--- src/rtl/mem_arb_pkg.sv ---
// Shared types and default widths for the instruction/data memory arbiter.
// Pure declarations: no logic, no latency, no flow control.
package mem_arb_pkg;

  localparam int MEM_ARB_ADDR_W = 10;
  localparam int MEM_ARB_DATA_W = 32;

  typedef enum logic [1:0] {
    OWN_NONE = 2'd0,
    OWN_IF   = 2'd1,
    OWN_D    = 2'd2
  } own_t;

  typedef enum logic {
    WIN_IF = 1'b0,
    WIN_D  = 1'b1
  } win_t;

endpackage

--- src/rtl/mem_arb_pick.sv ---
// Winner selection between the fetch and data requesters; combinational, zero latency.
// Loser simply sees no grant and holds its request. MEM_ARB_FAIR_EN alternates on contention.
module mem_arb_pick
  import mem_arb_pkg::*;
(
  input  logic if_req,
  input  logic d_req,
`ifdef MEM_ARB_FAIR_EN
  input  win_t last_win,
`endif
  output logic pick_if,
  output logic pick_d
);

  always_comb begin
    pick_d = d_req;
`ifdef MEM_ARB_FAIR_EN
    // On contention the port that lost last time gets its turn.
    if (if_req && d_req) begin
      pick_d = (last_win == WIN_IF);
    end
`endif
    pick_if = if_req && !pick_d;
  end

endmodule

--- src/rtl/mem_arbiter.sv ---
// Shares one memory between fetch and load/store ports; grant same cycle, read data 1 cycle later.
// Requesters hold until gnt; one access per cycle. Optional MEM_ARB_FAIR_EN alternates on contention.
module mem_arbiter
  import mem_arb_pkg::*;
#(
  parameter int ADDR_W = MEM_ARB_ADDR_W,
  parameter int DATA_W = MEM_ARB_DATA_W
) (
  input  logic              clk,
  input  logic              rst,
  input  logic              if_req,
  input  logic [ADDR_W-1:0] if_addr,
  output logic              if_gnt,
  output logic              if_rvalid,
  output logic [DATA_W-1:0] if_rdata,
  input  logic              d_req,
  input  logic              d_wen,
  input  logic              d_b,
  input  logic              d_h,
  input  logic              d_u,
  input  logic [ADDR_W-1:0] d_addr,
  input  logic [DATA_W-1:0] d_wdata,
  output logic              d_gnt,
  output logic              d_rvalid,
  output logic [DATA_W-1:0] d_rdata,
  output logic              m_wen,
  output logic              m_b,
  output logic              m_h,
  output logic              m_u,
  output logic [ADDR_W-1:0] m_addr,
  output logic [DATA_W-1:0] m_din,
  input  logic [DATA_W-1:0] m_dout
);

  own_t own;
  own_t own_nxt;
  logic pick_if;
  logic pick_d;

`ifdef MEM_ARB_FAIR_EN
  win_t last_win;

  mem_arb_pick u_pick (
    .if_req   (if_req),
    .d_req    (d_req),
    .last_win (last_win),
    .pick_if  (pick_if),
    .pick_d   (pick_d)
  );

  always_ff @(posedge clk or negedge rst) begin
    if (!rst) begin
      last_win <= WIN_IF;
    end else if (if_req && d_req) begin
      last_win <= pick_d ? WIN_D : WIN_IF;
    end
  end
`else
  mem_arb_pick u_pick (
    .if_req  (if_req),
    .d_req   (d_req),
    .pick_if (pick_if),
    .pick_d  (pick_d)
  );
`endif

  // Grants are masked during reset so every output sits at 0.
  assign if_gnt = rst & pick_if;
  assign d_gnt  = rst & pick_d;

  always_comb begin
    own_nxt = OWN_NONE;
    if (pick_d) begin
      if (!d_wen) own_nxt = OWN_D;
    end else if (pick_if) begin
      own_nxt = OWN_IF;
    end
  end

  always_ff @(posedge clk or negedge rst) begin
    if (!rst) begin
      own <= OWN_NONE;
    end else begin
      own <= own_nxt;
    end
  end

  always_comb begin
    m_wen  = 1'b0;
    m_b    = 1'b0;
    m_h    = 1'b0;
    m_u    = 1'b0;
    m_addr = '0;
    m_din  = '0;
    if (d_gnt) begin
      m_wen  = d_wen;
      m_b    = d_b;
      m_h    = d_h;
      m_u    = d_u;
      m_addr = d_addr;
      m_din  = d_wdata;
    end else if (if_gnt) begin
      m_addr = if_addr;
    end
  end

  assign if_rvalid = (own == OWN_IF);
  assign d_rvalid  = (own == OWN_D);
  assign if_rdata  = if_rvalid ? m_dout : '0;
  assign d_rdata   = d_rvalid  ? m_dout : '0;

endmodule

--- config.mk ---
export PLATFORM = sky130hd
export DESIGN_NAME = mem_arbiter
export DESIGN_NICKNAME = d
export VERILOG_FILES = /design/src/rtl/mem_arb_pkg.sv /design/src/rtl/mem_arb_pick.sv /design/src/rtl/mem_arbiter.sv
export SDC_FILE = /design/constraint.sdc
export NUM_CORES = 1
export LEC_CHECK = 0
export BUFFER_PORTS_ARGS = -buffer_cell sky130_fd_sc_hd__buf_2
export CAP_MARGIN = 20
export CORE_AREA = 4 4 77 79
export CTS_CLUSTER_SIZE = 14
export DETAILED_ROUTE_END_ITERATION = 10
export DIE_AREA = 0 0 81 83
export PLACE_DENSITY_LB_ADDON = 0.05
export REMOVE_ABC_BUFFERS = 1
export SLEW_MARGIN = 5
export SYNTH_ARGS = -nofsm -noshare
export SYNTH_HDL_FRONTEND = slang
export SYNTH_SLANG_ARGS = --single-unit
--- constraint.sdc ---
create_clock -name clk -period 1.2 [get_ports clk]
set_input_delay 0.18 -clock clk [delete_from_list [all_inputs] [get_ports clk]]
set_output_delay 0.18 -clock clk [all_outputs]
set_load 0.02 [all_outputs]
==> results.json, run 1 <==
{
  "slew_headroom": 0.855,
  "synth_top_area_share": 0.425,
  "holdPathStages": 2,
  "track_usage": 0.172,
  "syn_inst": 135,
  "num_rows": 27,
  "critPathArrivalTime_ns": 1.31,
  "finalSetupViolations": 66,
  "met2_usage": 0.351,
  "drt_iter0_drc": 20,
  "path_clk_slew_ns": 0.03,
  "hold_viol": 0,
  "dp_slack_ns": -0.110,
  "root_buffer": "clkbuf_8",
  "reg_top3": "own x2",
  "outcome": "finished, violations left",
  "layout-drive-gt1-share": 0.746,
  "dp_cells": 401,
  "yosys_register_bits": 2,
  "path_delay_family": "simple AND/OR/NAND/NOR gates",
  "end_kind": "primary output",
  "design_area_um2": 2610,
  "dpl-instance-area_um2": 1980,
  "avgSynthCellArea_um2": 7.19,
  "grt.met3_usage": 0.0380,
  "grt_max_degree": 36,
  "htree_num_levels": 1,
  "multi_input_comb_area_um2": 923,
  "ff_latch_area_um2": 52.6,
  "dr.pass1.iters": 4,
  "wl_per_cell_um": 15.8,
  "num_antenna_cells": 0,
  "min_period_over_period": 1.24,
  "path_cells": "and2b_4, and2_1, buf_6",
  "synthTopCellsByArea": "and2_1 (43%), and3_1 (23%), buf_6 (10%)",
  "max_freq_mhz": 672,
  "crit_path_top_delay_cell": "dfrtp_2",
  "synth_area_leader_cell": "and2_1",
  "met1_usage": 0.166,
  "dp_hpwl_mm": 4.49,
  "finalCriticalPeriod_ns": 1.49,
  "port_buffers": 205,
  "grt-busiest-layer": "met2",
  "largest_register_ffs": 2,
  "io_pins": 206,
  "vias": 1825,
  "critPathLaunchType": "flop",
  "synth_cell_types": 12,
  "seq_area_frac_synth": 0.0515,
  "tritoncts": "built",
  "grt_pass1_vias": 1819,
  "antenna_found_initial": 0,
  "fill_cells": 534,
  "die_x_um": 81,
  "max-cap-violations": 0,
  "fin_setup_tns_ns": -15.47,
  "grt_pass1_wl_mm": 9.27,
  "nets": 437,
  "final_cells": 415,
  "clk_path_buf_depth": 2,
  "place.gp.congestion": 0.776,
  "path_max_fanout": 10,
  "violations": "setup timing",
  "top_register": "own",
  "fp.dieH_um": 83,
  "area_delta_synth_final_pct": 168,
  "cts.sinks": 2,
  "cts_buffers": 3,
  "syn_area_um2": 971,
  "power_density_nw_per_um2": 473,
  "hold_ws_ns": 0.136,
  "totalWireLength_mm": 6.55,
  "ys_warn_count": 0,
  "cp.depth": 3,
  "worst_pin_slew_ns": 0.217,
  "post_drt_via_cell_ratio": 4.40,
  "p_leak_nw": 1.61,
  "rsz0062_at_grt": "yes",
  "timing.final.ws_setup_ns": -0.288,
  "worstPathRequired_ns": 1.02,
  "slowest_delay_ns": 0.45,
  "irDropWorstVdd_mv": 0.214,
  "core_area_um2": 5340,
  "drv_slew": 0,
  "path_class": "reg -> out",
  "die_area_um2": 6720,
  "grt_remaining_overflow": 0,
  "hold_class": "in -> reg",
  "postRouteAntennaNets": 0,
  "start_util": 0.182,
  "drcViolationCount": 0,
  "worst-path-buf-inv": 1
}
==> cells by family (layout without fill, tap and decap cells) <==
| family | after synthesis | in the layout | share of synthesized area |
|---|---|---|---|
| simple gates | 106 | 114 | 0.693 |
| buf+inv | 17 | 217 | 0.152 |
| compound gates | 10 | 10 | 0.103 |
| flops | 2 | 2 | 0.0515 |
==> report_power, final <==
part,leakage [nW],internal [mW],switching [mW]
Combinational,1.56,0.448,0.442
Clock,0.0216,0.212,0.0481
Sequential,0.0231,0.0722,0.00887
Total,1.61,0.732,0.499
==> layout by cell type (no fill, tap or decap), drive strengths merged <==
cell type    Yosys  routed
clkbuf           2       3
buf             15     213
dlygate4sd3      0       1
and2b            2      10
nor2b            2       2
dfrtp            2       2
and3            36      36
and2            66      66
a32o            10      10
==> final timing paths <==
check	startpoint	to	slack, ns
worst max-delay path	own[0]	d_rdata[12]	-0.29
worst min-delay path	d_wen	own[1]	0.14
max in group asynchronous	rst	own[1]	0.46
min in group asynchronous	rst	own[0]	0.60
==> final cells by class <==
type,count,area share
sequential,2,0.0202
tap,72,0.0346
timing repair buffer,214,0.575
clock buffer,3,0.0159
multi-input combinational,124,0.354
==> cells in the mapped netlist (all sizes together) <==
master	count
a32o	10
and2	66
and2b	2
and3	36
buf	15
clkbuf	2
dfrtp	2
nor2b	2
==> per-layer routing <==
layer / share of wire / vias up / wire length (um)
met1: 0.32 / 817 / 2090
met2: 0.56 / 122 / 3700
met5: 0 / - / 0
li1: - / 882 / -
met3: 0.11 / 4 / 724
met4: 0.0058 / 0 / 38
==> repair_timing <==
action                                  in CTS  in global routing
hold buffers                                 1                  0
gates cloned                                 8                  0
pin swaps                                    0                  1
endpoints found under the setup margin      77                 87
hold endpoints to repair                     2                  0
setup buffers                                0                  2
gates resized for setup                    122                 48
==> through the flow <==
| step | power [mW] | utilization |
|---|---|---|
| final | 1.23 | 0.488 |
| after global routing | 1.31 | 0.488 |
| after CTS | 1.17 | 0.458 |
| after detailed placement | 0.774 | 0.372 |
| after global placement | 0.775 | 0.372 |
| after floorplan | 0.417 | - |
No activity file was read; power rests on OpenSTA's default activity.
==> inputs of run 2 (changes only) <==
--- a/config.mk
+++ b/config.mk
@@ -7,10 +7,11 @@
 export LEC_CHECK = 0
 export BUFFER_PORTS_ARGS = -buffer_cell sky130_fd_sc_hd__buf_2
 export CAP_MARGIN = 20
-export CORE_AREA = 4 4 77 79
+export CORE_AREA = 4 4 78 80
+export CTS_BUF_LIST = sky130_fd_sc_hd__clkbuf_4 sky130_fd_sc_hd__clkbuf_8
 export CTS_CLUSTER_SIZE = 14
 export DETAILED_ROUTE_END_ITERATION = 10
-export DIE_AREA = 0 0 81 83
+export DIE_AREA = 0 0 82 84
 export PLACE_DENSITY_LB_ADDON = 0.05
 export REMOVE_ABC_BUFFERS = 1
 export SLEW_MARGIN = 5
==> results.json, run 2 (synthesis results as in run 1) <==
{
  "die_x_um": 82,
  "path_max_fanout": 25,
  "root_buffer": "clkbuf_8",
  "startpoint": "own[1]",
  "final_util": 0.432,
  "hold_class": "in -> async",
  "slew_headroom": 0.815,
  "finalCriticalPeriod_ns": 1.51,
  "cts.sinks": 2,
  "path_clk_slew_ns": 0.03,
  "die_area_um2": 6890,
  "post_drt_via_cell_ratio": 4.26,
  "wl_per_cell_um": 13.6,
  "violations": "setup timing",
  "dp_slack_ns": -0.122,
  "drt_iter0_drc": 17,
  "worstPathRequired_ns": 1.02,
  "area_delta_synth_final_pct": 141,
  "p_leak_nw": 1.53,
  "fp.dieH_um": 84,
  "path_cells": "and2b_4, buf_12, and2_1, buf_6",
  "max-cap-violations": 0,
  "critPathLaunchType": "flop",
  "end_kind": "primary output",
  "timing.final.ws_setup_ns": -0.311,
  "outcome": "finished, violations left",
  "io_pins": 206,
  "drcViolationCount": 0,
  "slowest_delay_ns": 0.40,
  "ff_latch_area_um2": 51.3,
  "core_area_um2": 5410,
  "top_register": "own",
  "antenna_found_initial": 0,
  "htree_num_levels": 1,
  "vias": 1746,
  "grt_max_degree": 26,
  "nets": 432,
  "rsz0062_at_grt": "yes",
  "max_freq_mhz": 662,
  "num_antenna_cells": 0,
  "reg_top3": "own x2",
  "dr.pass1.iters": 4,
  "largest_register_ffs": 2,
  "cts_buffers": 3,
  "start_util": 0.180,
  "fill_cells": 543,
  "dp_cells": 403,
  "fin_total_pwr_mw": 1.12,
  "track_usage": 0.140,
  "design_area_um2": 2340,
  "worst_pin_slew_ns": 0.276,
  "mostFrequentLayoutCells": "buf_2 (157), and2_1 (61), and3_1 (36)",
  "irDropWorstVdd_mv": 0.259,
  "final_cells": 410,
  "dpl-instance-area_um2": 2010,
  "layout-drive-gt1-share": 0.678,
  "path_class": "reg -> out",
  "min_period_over_period": 1.26,
  "port_buffers": 205,
  "final_common_cell": "buf_2",
  "postRouteAntennaNets": 0,
  "multi_input_comb_area_um2": 820,
  "tritoncts": "built",
  "finalSetupViolations": 66,
  "num_rows": 27,
  "ctsHoldBuffers": 0,
  "grt_pass1_wl_mm": 7.72,
  "power_density_nw_per_um2": 481,
  "grt_pass1_vias": 1705,
  "crit_path_top_delay_cell": "dfrtp_1",
  "clk_path_buf_depth": 2,
  "place.gp.congestion": 0.728,
  "totalWireLength_mm": 5.57,
  "drv_slew": 0,
  "grt_remaining_overflow": 0,
  "dp_hpwl_mm": 4.27,
  "critPathArrivalTime_ns": 1.33,
  "hold_viol": 0
}
==> run 2: cell types whose count changed in the layout (fill, tap and decap cells not counted), sizes merged <==
cell | before | now
and2b | 10 | 5
buf | 213 | 214
dlygate4sd3 | 1 | 0
==> run 2: how the worst max path moves through the flow <==
stage	endpoint	slack [ns]	depth (start not counted)
final	if_rdata[31]	-0.31	4
after CTS	if_rdata[25]	-0.29	4
after floorplan	d_rdata[0]	0.009	2
after detailed placement	d_rdata[26]	-0.12	3
after global placement	d_rdata[26]	-0.12	3
after global routing	if_rdata[25]	-0.37	4
==> run 2: where the power goes <==
part           internal, mW  switching (mW)  total, mW
logic                 0.379           0.413      0.791
clock network         0.211          0.0455      0.257
registers            0.0718         0.00425     0.0761
==> run 2: per-stage QoR <==
stage	hold WS, ns	setup TNS [ns]
after floorplan	-0.116	0
after global placement	0.353	-4.58
after detailed placement	0.362	-4.59
after CTS	0.147	-17.27
after global routing	0.156	-20.04
final	0.144	-16.11
==> run 2: per-layer routing <==
| layer | global-route usage | routed length (um) |
|---|---|---|
| met1 | 0.144 | 1840 |
| met2 | 0.277 | 3010 |
| met3 | 0.0302 | 675 |
| met4 | 0.0302 | 44 |
| met5 | 0 | 0 |
==> run 2: worst max-delay path, delay by kind of cell (launching register included) <==
kind	cells	cell delay, ns
buf+inv	2	0.27
flops	1	0.40
simple gates	2	0.45
==> run 2: cell type report <==
cell class | instances | area share
Timing Repair Buffer | 214 | 0.571
Multi-Input combinational cell | 119 | 0.351
Tap cell | 72 | 0.0385
Sequential cell | 2 | 0.0219
Clock buffer | 3 | 0.0177
==> run 2: repair_timing <==
| item | in CTS | in global routing |
|---|---|---|
| gates resized for setup | 66 | 23 |
| setup endpoints to repair | 77 | 66 |
| cloned | 2 | 1 |
| setup buffers | 0 | 1 |
==> inputs of run 3 (changes only) <==
--- a/config.mk
+++ b/config.mk
@@ -5,13 +5,14 @@
 export SDC_FILE = /design/constraint.sdc
 export NUM_CORES = 1
 export LEC_CHECK = 0
+export ABC_AREA = 1
 export BUFFER_PORTS_ARGS = -buffer_cell sky130_fd_sc_hd__buf_2
 export CAP_MARGIN = 20
-export CORE_AREA = 4 4 78 80
+export CORE_AREA = 4 4 77 79
 export CTS_BUF_LIST = sky130_fd_sc_hd__clkbuf_4 sky130_fd_sc_hd__clkbuf_8
 export CTS_CLUSTER_SIZE = 14
 export DETAILED_ROUTE_END_ITERATION = 10
-export DIE_AREA = 0 0 82 84
+export DIE_AREA = 0 0 81 83
 export PLACE_DENSITY_LB_ADDON = 0.05
 export REMOVE_ABC_BUFFERS = 1
 export SLEW_MARGIN = 5
==> results.json, run 3 <==
{
  "outcome": "finished, violations left",
  "violations": "setup timing",
  "syn_inst": 225,
  "grt-busiest-layer": "met2",
  "syn_area_um2": 961,
  "grt_pass1_wl_mm": 8.03,
  "pwr-share-clk": 0.215,
  "irDropWorstVdd_mv": 0.270,
  "yosysMostFrequentCell": "nor2_1",
  "final_cells": 498,
  "power_frac_seq": 0.062,
  "met2_usage": 0.295,
  "top_register": "own",
  "start_util": 0.180,
  "place.gp.congestion": 0.736,
  "slew_headroom": 0.796,
  "synth_area_leader_cell": "nor2_1",
  "comb_power_share": 0.723,
  "hold_ws_ns": 0.150,
  "end_kind": "primary output",
  "seq_area_frac_synth": 0.0521,
  "finalCriticalPeriod_ns": 1.37,
  "grt_max_degree": 37,
  "die_x_um": 81,
  "hold_class": "in -> reg",
  "rsz0062_at_grt": "yes",
  "switchingPower_mw": 0.564,
  "critPathLaunchType": "flop",
  "post_drt_via_cell_ratio": 3.93,
  "clk_path_buf_depth": 2,
  "root_buffer": "clkbuf_8",
  "worstPathRequired_ns": 1.02,
  "num_antenna_cells": 0,
  "p_int_mw": 0.653,
  "nets": 520,
  "area_delta_synth_final_pct": 168,
  "max_freq_mhz": 728,
  "hold_viol": 0,
  "p_leak_nw": 1.79,
  "fin_total_pwr_mw": 1.22,
  "postRouteAntennaNets": 0,
  "cts_buffers": 3,
  "grt_pass1_vias": 1765,
  "antenna_found_initial": 0,
  "dp_cells": 492,
  "vias": 1958,
  "fp.dieH_um": 83,
  "ys_warn_count": 0,
  "totalWireLength_mm": 5.62,
  "dp_hpwl_mm": 4.31,
  "yosys_register_bits": 2,
  "track_usage": 0.144,
  "finalSetupViolations": 65,
  "drcViolationCount": 0,
  "avgSynthCellArea_um2": 4.27,
  "synth_top_area_share": 0.398,
  "critPathArrivalTime_ns": 1.19,
  "power_density_nw_per_um2": 473,
  "path_class": "reg -> out",
  "mostFrequentLayoutCells": "buf_2 (140), nor2_1 (74), inv_1 (70)",
  "layout-drive-gt1-share": 0.585,
  "io_pins": 206,
  "met1_usage": 0.142,
  "reg_top3": "own x2",
  "path_clk_slew_ns": 0.03,
  "min_period_over_period": 1.14,
  "synthFlopType": "dfrtp_1",
  "largest_register_ffs": 2,
  "die_area_um2": 6720,
  "synth-edff-count": 0,
  "synthTopCellsByArea": "nor2_1 (40%), inv_1 (28%), nand2_1 (8.2%)",
  "swShare": 0.463,
  "drt_iter0_drc": 29,
  "ys_top_cells_by_count": "nor2_1 (102), inv_1 (72), nand2_1 (21)",
  "num_rows": 27,
  "final_common_cell": "buf_2",
  "max-cap-violations": 0,
  "synth_cell_types": 11,
  "cts.sinks": 2,
  "drv_slew": 0,
  "tritoncts": "built",
  "port_buffers": 205,
  "worst_pin_slew_ns": 0.306,
  "wl_per_cell_um": 11.3,
  "dr.pass1.iters": 4,
  "grt.met3_usage": 0.0358,
  "grt_remaining_overflow": 0,
  "htree_num_levels": 1,
  "timing.final.ws_setup_ns": -0.174,
  "path_max_fanout": 17,
  "fin_setup_tns_ns": -9.37,
  "async_reset_ff_frac": 1.00,
  "core_area_um2": 5340
}
run 3: cell types whose count changed in the layout (fill, tap and decap cells not counted), sizes merged, moves of 10 or more:
cell	delta
nand4	+10
inv	+74
nor2	+103
and3	-35
nand2	+22
a32o	-10
and2	-66
run 3: cell families (layout without fill, tap and decap cells):
group	count (synthesis)	count (layout)	share of synthesized area
simple gates	136	136	0.565
flops	2	2	0.0521
buf+inv	87	288	0.383
run 3: cell type report:
class | instances | area, um^2
multi-input cells | 136 | 721
fillers | 572 | 2760
well taps | 72 | 90.1
inverters | 74 | 288
flip-flops and latches | 2 | 51.3
clock buffers | 3 | 41.3
repair buffers | 211 | 1390
run 3: per-layer routing:
layer / wire [um] / up-vias
li1: - / 1014
met1: 1810 / 828
met2: 3120 / 116
met3: 698 / 0
met4: 0 / 0
met5: 0 / -
run 3: final timing paths:
path	startpoint	endpoint	slack, ns	depth (start not counted)
max	own[0]	d_rdata[1]	-0.17	5
min	d_wen	own[1]	0.15	2
max in group asynchronous	rst	own[1]	0.55	3
min in group asynchronous	rst	own[0]	0.51	3
run 3: what timing repair did:
item | CTS | global route
hold buffers | 1 | 0
pin swaps | 1 | 2
cloned | 1 | 1
buffers inserted | 0 | 0
hold endpoints to repair | 2 | 0
setup endpoints to repair | 65 | 65
gates resized for setup | 89 | 57
run 3: through the flow:
| stage | setup slack (ns) | utilization | area (um^2) |
|---|---|---|---|
| after floorplan | -0.263 | - | 871 |
| after global placement | -0.101 | 0.381 | 2030 |
| after detailed placement | -0.0947 | 0.381 | 2030 |
| after CTS | -0.149 | 0.439 | 2340 |
| after global routing | -0.226 | 0.483 | 2580 |
| final | -0.174 | 0.483 | 2580 |
run 3: worst max-delay path: stages, from the launching register on:
cell	delay [ns]
dfrtp_1	0.36
inv_2	0.09
nand2_4	0.10
buf_12	0.18
nor2_1	0.10
buf_4	0.15
run 3: power by group through the flow:
stage          clock, mW  sequential, mW  combinational, mW
2_1_floorplan          0          0.0734              0.374
3_5_place_dp           0          0.0736              0.725
6_report           0.262          0.0750              0.880
4_1_cts            0.271          0.0748              0.810
5_1_grt            0.274          0.0754              0.958
3_3_place_gp           0          0.0735              0.726
